**config.mk**
```make
export PLATFORM = sky130hd
export DESIGN_NAME = iram_refill_controller
export DESIGN_NICKNAME = d
export VERILOG_FILES = /design/src/rtl/iram_refill_controller.sv
export SDC_FILE = /design/constraint.sdc
export NUM_CORES = 1
export LEC_CHECK = 0
export ABC_CLOCK_PERIOD_IN_PS = 1900
export CORE_AREA = 4 4 168 153
export DETAILED_ROUTE_END_ITERATION = 7
export DIE_AREA = 0 0 172 157
export HOLD_SLACK_MARGIN = 0.15
export PLACE_DENSITY = 0.89
export SYNTH_ARGS = -nofsm -noshare
export SYNTH_HDL_FRONTEND = slang
export SYNTH_SLANG_ARGS = --single-unit
```
**constraint.sdc**
```tcl
create_clock -name clk -period 1.9 [get_ports clk]
set_input_delay 0.285 -clock clk [delete_from_list [all_inputs] [get_ports clk]]
set_output_delay 0.285 -clock clk [all_outputs]
set_load 0.02 [all_outputs]
```
**src/rtl/iram_refill_controller.sv**
```systemverilog
// Instruction-side refill engine: on an I-cache miss, fetch one cache line as BEATS bus beats and return it whole.
// Latency: miss detect to first mem_req is 1 cycle; best case miss to word_ready is BEATS+2 cycles.
// Backpressure: mem_ack low holds mem_req/mem_addr steady indefinitely; core gets one cool-down cycle after word_ready.
module iram_refill_controller #(
    parameter int PC_W   = 32,
    parameter int LINE_W = 128,
    parameter int BUS_W  = 32
) (
    input  logic              clk,
    input  logic              nrst,
    input  logic [PC_W-1:0]   iram_address,
    input  logic              i_miss,
    output logic [LINE_W-1:0] imem_word,
    output logic              word_ready,
    output logic              mem_req,
    output logic [PC_W-1:0]   mem_addr,
    input  logic              mem_ack,
    input  logic [BUS_W-1:0]  mem_rdata,
    output logic              busy
);

    // Number of bus beats per line and the counter width needed to index them.
    localparam int BEATS  = LINE_W / BUS_W;
    localparam int BEAT_W = (BEATS > 1) ? $clog2(BEATS) : 1;

    // Byte-offset bits inside a line; cleared to form the line-aligned base.
    localparam logic [PC_W-1:0]   LINE_MASK  = PC_W'(LINE_W / 8 - 1);
    // Byte stride between consecutive beats.
    localparam logic [PC_W-1:0]   BEAT_BYTES = PC_W'(BUS_W / 8);
    localparam logic [BEAT_W-1:0] LAST_BEAT  = BEAT_W'(BEATS - 1);

    typedef enum logic [1:0] {
        ST_IDLE = 2'd0,
        ST_FILL = 2'd1,
        ST_DONE = 2'd2,
        ST_COOL = 2'd3
    } state_t;

    state_t              state_q, state_d;
    logic [BEAT_W-1:0]   beat_q, beat_d;
    logic [BEAT_W-1:0]   beat_nxt;
    logic [PC_W-1:0]     base_q, base_d;
    logic [LINE_W-1:0]   line_buf_q, line_buf_d;
    logic [LINE_W-1:0]   imem_word_q, imem_word_d;
    logic                word_ready_q, word_ready_d;
    logic                mem_req_q, mem_req_d;
    logic [PC_W-1:0]     mem_addr_q, mem_addr_d;

    // Next-state and next-output logic; every registered output is computed here.
    always_comb begin
        state_d      = state_q;
        beat_d       = beat_q;
        beat_nxt     = beat_q + 1'b1;
        base_d       = base_q;
        line_buf_d   = line_buf_q;
        imem_word_d  = imem_word_q;
        word_ready_d = 1'b0;
        mem_req_d    = mem_req_q;
        mem_addr_d   = mem_addr_q;

        case (state_q)
            ST_IDLE: begin
                if (i_miss) begin
                    // Latch the line-aligned base; the core may move the address later.
                    base_d     = iram_address & ~LINE_MASK;
                    beat_d     = '0;
                    mem_req_d  = 1'b1;
                    mem_addr_d = iram_address & ~LINE_MASK;
                    state_d    = ST_FILL;
                end
            end

            ST_FILL: begin
                // Without an ack, request and address simply hold (no timeout).
                if (mem_ack) begin
                    // Beat 0 lands in the least significant slice of the line.
                    for (int b = 0; b < BEATS; b++) begin
                        if (beat_q == BEAT_W'(b)) begin
                            line_buf_d[b*BUS_W +: BUS_W] = mem_rdata;
                        end
                    end
                    if (beat_q == LAST_BEAT) begin
                        mem_req_d = 1'b0;
                        state_d   = ST_DONE;
                    end else begin
                        // Keep the request up so back-to-back acks stream one beat per cycle.
                        beat_d     = beat_nxt;
                        mem_addr_d = base_q + PC_W'(beat_nxt) * BEAT_BYTES;
                    end
                end
            end

            ST_DONE: begin
                // The only point where the core-visible line is updated.
                imem_word_d  = line_buf_q;
                word_ready_d = 1'b1;
                mem_req_d    = 1'b0;
                state_d      = ST_COOL;
            end

            ST_COOL: begin
                // i_miss is ignored here so the fetch unit can consume the line and drop the miss.
                state_d = ST_IDLE;
            end

            default: begin
                state_d   = ST_IDLE;
                mem_req_d = 1'b0;
            end
        endcase
    end

    // State and datapath registers with asynchronous active-low reset; reset aborts any fill.
    always_ff @(posedge clk or negedge nrst) begin
        if (!nrst) begin
            state_q      <= ST_IDLE;
            beat_q       <= '0;
            base_q       <= '0;
            line_buf_q   <= '0;
            imem_word_q  <= '0;
            word_ready_q <= 1'b0;
            mem_req_q    <= 1'b0;
            mem_addr_q   <= '0;
        end else begin
            state_q      <= state_d;
            beat_q       <= beat_d;
            base_q       <= base_d;
            line_buf_q   <= line_buf_d;
            imem_word_q  <= imem_word_d;
            word_ready_q <= word_ready_d;
            mem_req_q    <= mem_req_d;
            mem_addr_q   <= mem_addr_d;
        end
    end

    assign imem_word  = imem_word_q;
    assign word_ready = word_ready_q;
    assign mem_req    = mem_req_q;
    assign mem_addr   = mem_addr_q;
    assign busy       = (state_q != ST_IDLE);

endmodule

```
# After elaboration in Yosys (flattened, before gate mapping)
# Index checks and enable logic that the tools add are counted.
# totals
register_bits,322
output_inout_bits,163
elab_cells,53
inputBits,68
# op_classes
n_eq_ne,10
muxes,17
n_reduce_logical,13
addsub,2
# op_table
op,count
$mux W32,3
$pmux W32 S2,1
$add A32 B4 Y32,1
$reduce_and A3 Y1,5
$mux W2,6
$eq A2 B2 Y1 const B,4
$ne A2 B2 Y1 const B,4
$pmux W2 S4,1
$reduce_and A4 Y1,2
$eq A2 B1 Y1 const B,2
$logic_not A2 Y1,2
$mux W1,4
$pmux W2 S2,1
$reduce_bool A2 Y1,2
$pmux W1 S3,1
$reduce_bool A3 Y1,1
$add A2 B1 Y2 const B,1
$reduce_and A2 Y1,1

# Depth between registers and ports, before layout
# depth
ltp_word,5
ltp_mapped,6
depth_no_buf,5

# Least setup slack after synthesis
# OpenSTA, ideal clock, no wires.
# synth_timing
path_type,flip-flop to flip-flop
startpoint,register beat_q[0]
endpoint,register mem_addr_q[10] (netlist: mem_addr[10])
slack_ns,0.084
n_path_buf,1
required_time_ns,1.775
path_stages_with_launch,6
setup_time_ns,0.125
synth_period_minus_slack_ns,1.816
t_arrival_ns,1.691
path_cell_list,dfrtp_1 > ha_1 > nand2b_1 > a211oi_4 > buf_6 > mux2_2
# synth_via
elab_chain_cells,5
elab_cells_between_ends,8
classes_between,2 x add/sub; 2 x eq/ne; 3 x mux; 1 x reduce/logical
# synth_rtl
element,line_no,text
from (decl),40,"logic [BEAT_W-1:0] beat_q, beat_d;"
from (signal assigned),126,beat_q <= beat_d;
$add A2 B1 Y2,53,beat_nxt = beat_q + 1'b1;
$add A32 B4 Y32,88,mem_addr_d = base_q + PC_W'(beat_nxt) * BEAT_BYTES;
$mux W32,82,if (beat_q == LAST_BEAT) begin
$mux W32,75,if (mem_ack) begin
$pmux W32 S2,61,case (state_q)
to (signal assigned),132,mem_addr_q <= mem_addr_d;
to (decl),47,"logic [PC_W-1:0] mem_addr_q, mem_addr_d;"
# Parallel ways exist; a longest one is shown, timed or not. The select of a mux whose other input is x is not followed.
# A chain may end at the register's enable or synchronous reset.

# Worst setup path after layout
# layout_timing
startpoint,register beat_q[0]
endpoint,register mem_addr_q[27] (netlist: mem_addr[27])
# Same word-level chain as after synthesis.

==> flow_summary.json <==
{
  "postSynthAreaPerCell_sq_um": 16.8,
  "crit_chain": "ha_1 -> nand2b_1 -> a211oi_4 -> buf_4 -> buf_4 -> mux2_1",
  "synth-seq-cells": 318,
  "synth_top_area_share_pct": 64.7,
  "ys_types": 21,
  "worst_path_most_repeated_cell": "buf_4",
  "start_util_pct": 51.1,
  "vias_per_cell": 5.30,
  "cts.sink_count": 318,
  "drv_slew": 0,
  "worst-setup-path-type": "flip-flop to flip-flop",
  "netlist_instances": 732,
  "area_growth_pct": 32.9,
  "max_stage_delay_ns": 0.38,
  "fp-row-count": 54,
  "power.leakage_nw": 7.32,
  "die_h_um": 157,
  "period_minus_slack_ns": 1.88,
  "maxCapViolations": 0,
  "hold_viol": 0,
  "fin_worst_skew_ns": 0.0227,
  "drc": 0,
  "max-vdd-ir-drop_mv": 1.40,
  "htree_levels": 2,
  "yosys.area.top_type": "dfrtp_1",
  "synth_sequential_area_ratio_pct": 64.7,
  "drt_iter0_markers": 328,
  "crit_buf_inv": 2,
  "routabilityCongestion": 0.730,
  "grt_overflow": 0,
  "final.setup.worst_slack_ns": 0.0172,
  "numCtsBuffers": 34,
  "cp_max_fo": 5,
  "powerDensity_nw_per_um2": 1850,
  "clk_path_buf_depth": 3,
  "grt_max_degree": 59,
  "start_kind": "flip-flop",
  "cp.required_ns": 2.28,
  "fin_crit_sh_pct": 99.1,
  "wirelength_um": 27300,
  "critical_path_arrival_ns": 2.26,
  "grt_usage_pct": 20.4,
  "rrSetupSlack_ns": 0.02,
  "hold_path_class": "input port to asynchronous set/reset pin",
  "drive_gt1_share_pct": 42.8,
  "outcome": "complete, no violations",
  "cts_tree": "yes",
  "fmax_mhz": 531,
  "fin_cells": 1322,
  "hpwl_um": 18000,
  "slowest_stage": "dfrtp_1",
  "io_buffers": 224,
  "die-area_sq_um": 27000,
  "drt_pass1_iterations": 4,
  "nNetsFinal": 1073,
  "clk-insertion-delay-late_ns": 0.51,
  "yosys_warnings": 0,
  "place_ws_ns": -0.0522,
  "antenna_found_initial": 0,
  "finalSetupViolations": 0,
  "syn_area_sq_um": 12300,
  "grt_pass1_vias": 7995,
  "multi_input_area_sq_um": 4160,
  "core-area_sq_um": 24100,
  "io_pins": 231,
  "clkSlewWorstSetupHoldPaths_ns": 0.06,
  "placedCellCount": 1261,
  "n_fill_cell": 1604,
  "netlist_top_cells_area": "dfrtp_1, mux2_2, buf_2, ha_1, mux2_1",
  "crit_path_end_kind": "flip-flop",
  "die_x_um": 172,
  "ff_latch_area_sq_um": 7960,
  "wl_per_cell_um": 20.7,
  "antennaDiodeCount": 0,
  "num_vias": 7009,
  "grt_pass1_wl_um": 43500,
  "cts.root.buffer_cell": "clkbuf_16",
  "postRouteAntennaNets": 0,
  "cp_top_family": "flip-flops"
}
-- placed cells by master (no fill, tap or decap), types with 6 or more instances in the layout --
cell,instances
clkbuf_8,6
ha_1,6
clkinv_2,6
dfrtp_1,318
mux2_1,10
mux2_2,331
clkdlybuf4s50_1,221
clkbuf_16,35
buf_4,20
buf_12,16
-- cells by family after synthesis --
| family | Yosys count | share of synthesized area, % |
|---|---|---|
| and+or+nand+nor | 14 | 0.641 |
| buffers and inverters | 42 | 1.83 |
| other | 1 | 0.0305 |
| muxes | 344 | 31.5 |
| adders and majority gates | 10 | 1.02 |
| AOI/OAI and AO/OA | 3 | 0.295 |
| DFF | 318 | 64.7 |
-- where the power goes --
part           internal, mW  switching [mW]
combinational          7.05            5.49
clock                  3.65            2.55
sequential             9.82            1.67
total                  20.5            9.72
-- synth_stat cells --
cell      number
mux2_2       331
dfrtp_1      318
buf_2         30
ha_1          10
mux2_1        10
inv_1          5
nand3_1        4
buf_6          3
mux2i_1        3
nand2_1        3
buf_4          2
clkbuf_1       2
nor2_1         2
nor2b_1        2
a211oi_4       1
and2b_4        1
conb_1         1
nand2b_1       1
o31ai_1        1
o41ai_1        1
or3_4          1
-- per-layer routing --
metal  GRT usage (%)  routed length, um  vias to the layer above  share of wire [%]
li1                -                  -                     3121                  -
met1            26.5              11500                     3650                 42
met2            35.0              13700                      190                 50
met3            4.75               1540                       48                5.6
met4            5.13                550                        0                2.0
met5               0                  0                        -                  0
-- state kept, by name, indices dropped and copies added (netlist names) --
register,flops
beat_q,1
base_q,28
state_q,2
line_buf_q,128
word_ready,1
mem_addr,29
mem_req,1
imem_word,128
-- metrics by stage --
stage	hold slack, ns	setup TNS (ns)	util [%]	instance area (sq um)	total power, mW
detailed placement	0.217	-0.473	63.2	15200	23.9
CTS	0.273	0	67.6	16300	30.3
global placement	0.206	-0.293	63.2	15200	23.3
floorplan	-0.0106	0	-	12300	18.5
global route	0.287	-0.375	67.9	16300	31.8
finish	0.273	0	67.9	16300	30.2
-- cell type report --
cell class	instances	share of cell area [%]
clock buffer	44	5.80
clock inverter	11	0.620
inverter	5	0.115
multi-input combinational	373	25.5
sequential	318	48.7
tap	308	2.36
timing repair buffer	263	16.9
-- final timing paths --
path                                           from                     endpoint  depth (start not counted)
setup / recovery              beat_q[0]$_DFFE_PN0P_     mem_addr[27]$_DFFE_PN0P_                          6
min in group clk                   iram_address[19]       base_q[19]$_DFFE_PN0P_                          2
hold / removal                                 nrst  line_buf_q[110]$_DFFE_PN0P_                          2
hold reg to reg            mem_addr[26]$_DFFE_PN0P_     mem_addr[26]$_DFFE_PN0P_                          1
max in group asynchronous                      nrst    imem_word[69]$_DFFE_PN0P_                          3
setup reg to reg              beat_q[0]$_DFFE_PN0P_     mem_addr[27]$_DFFE_PN0P_                          6
-- what timing repair did --
action                     4_1_cts  5_1_grt
setup endpoints to repair       12       38
hold endpoints to repair       318        0
gates cloned                     0        2
setup buffers                    0        3
pin swaps                        0        1
gates resized for setup          5        5
hold buffers                     1        0
Power figures use the tool's default switching activity.
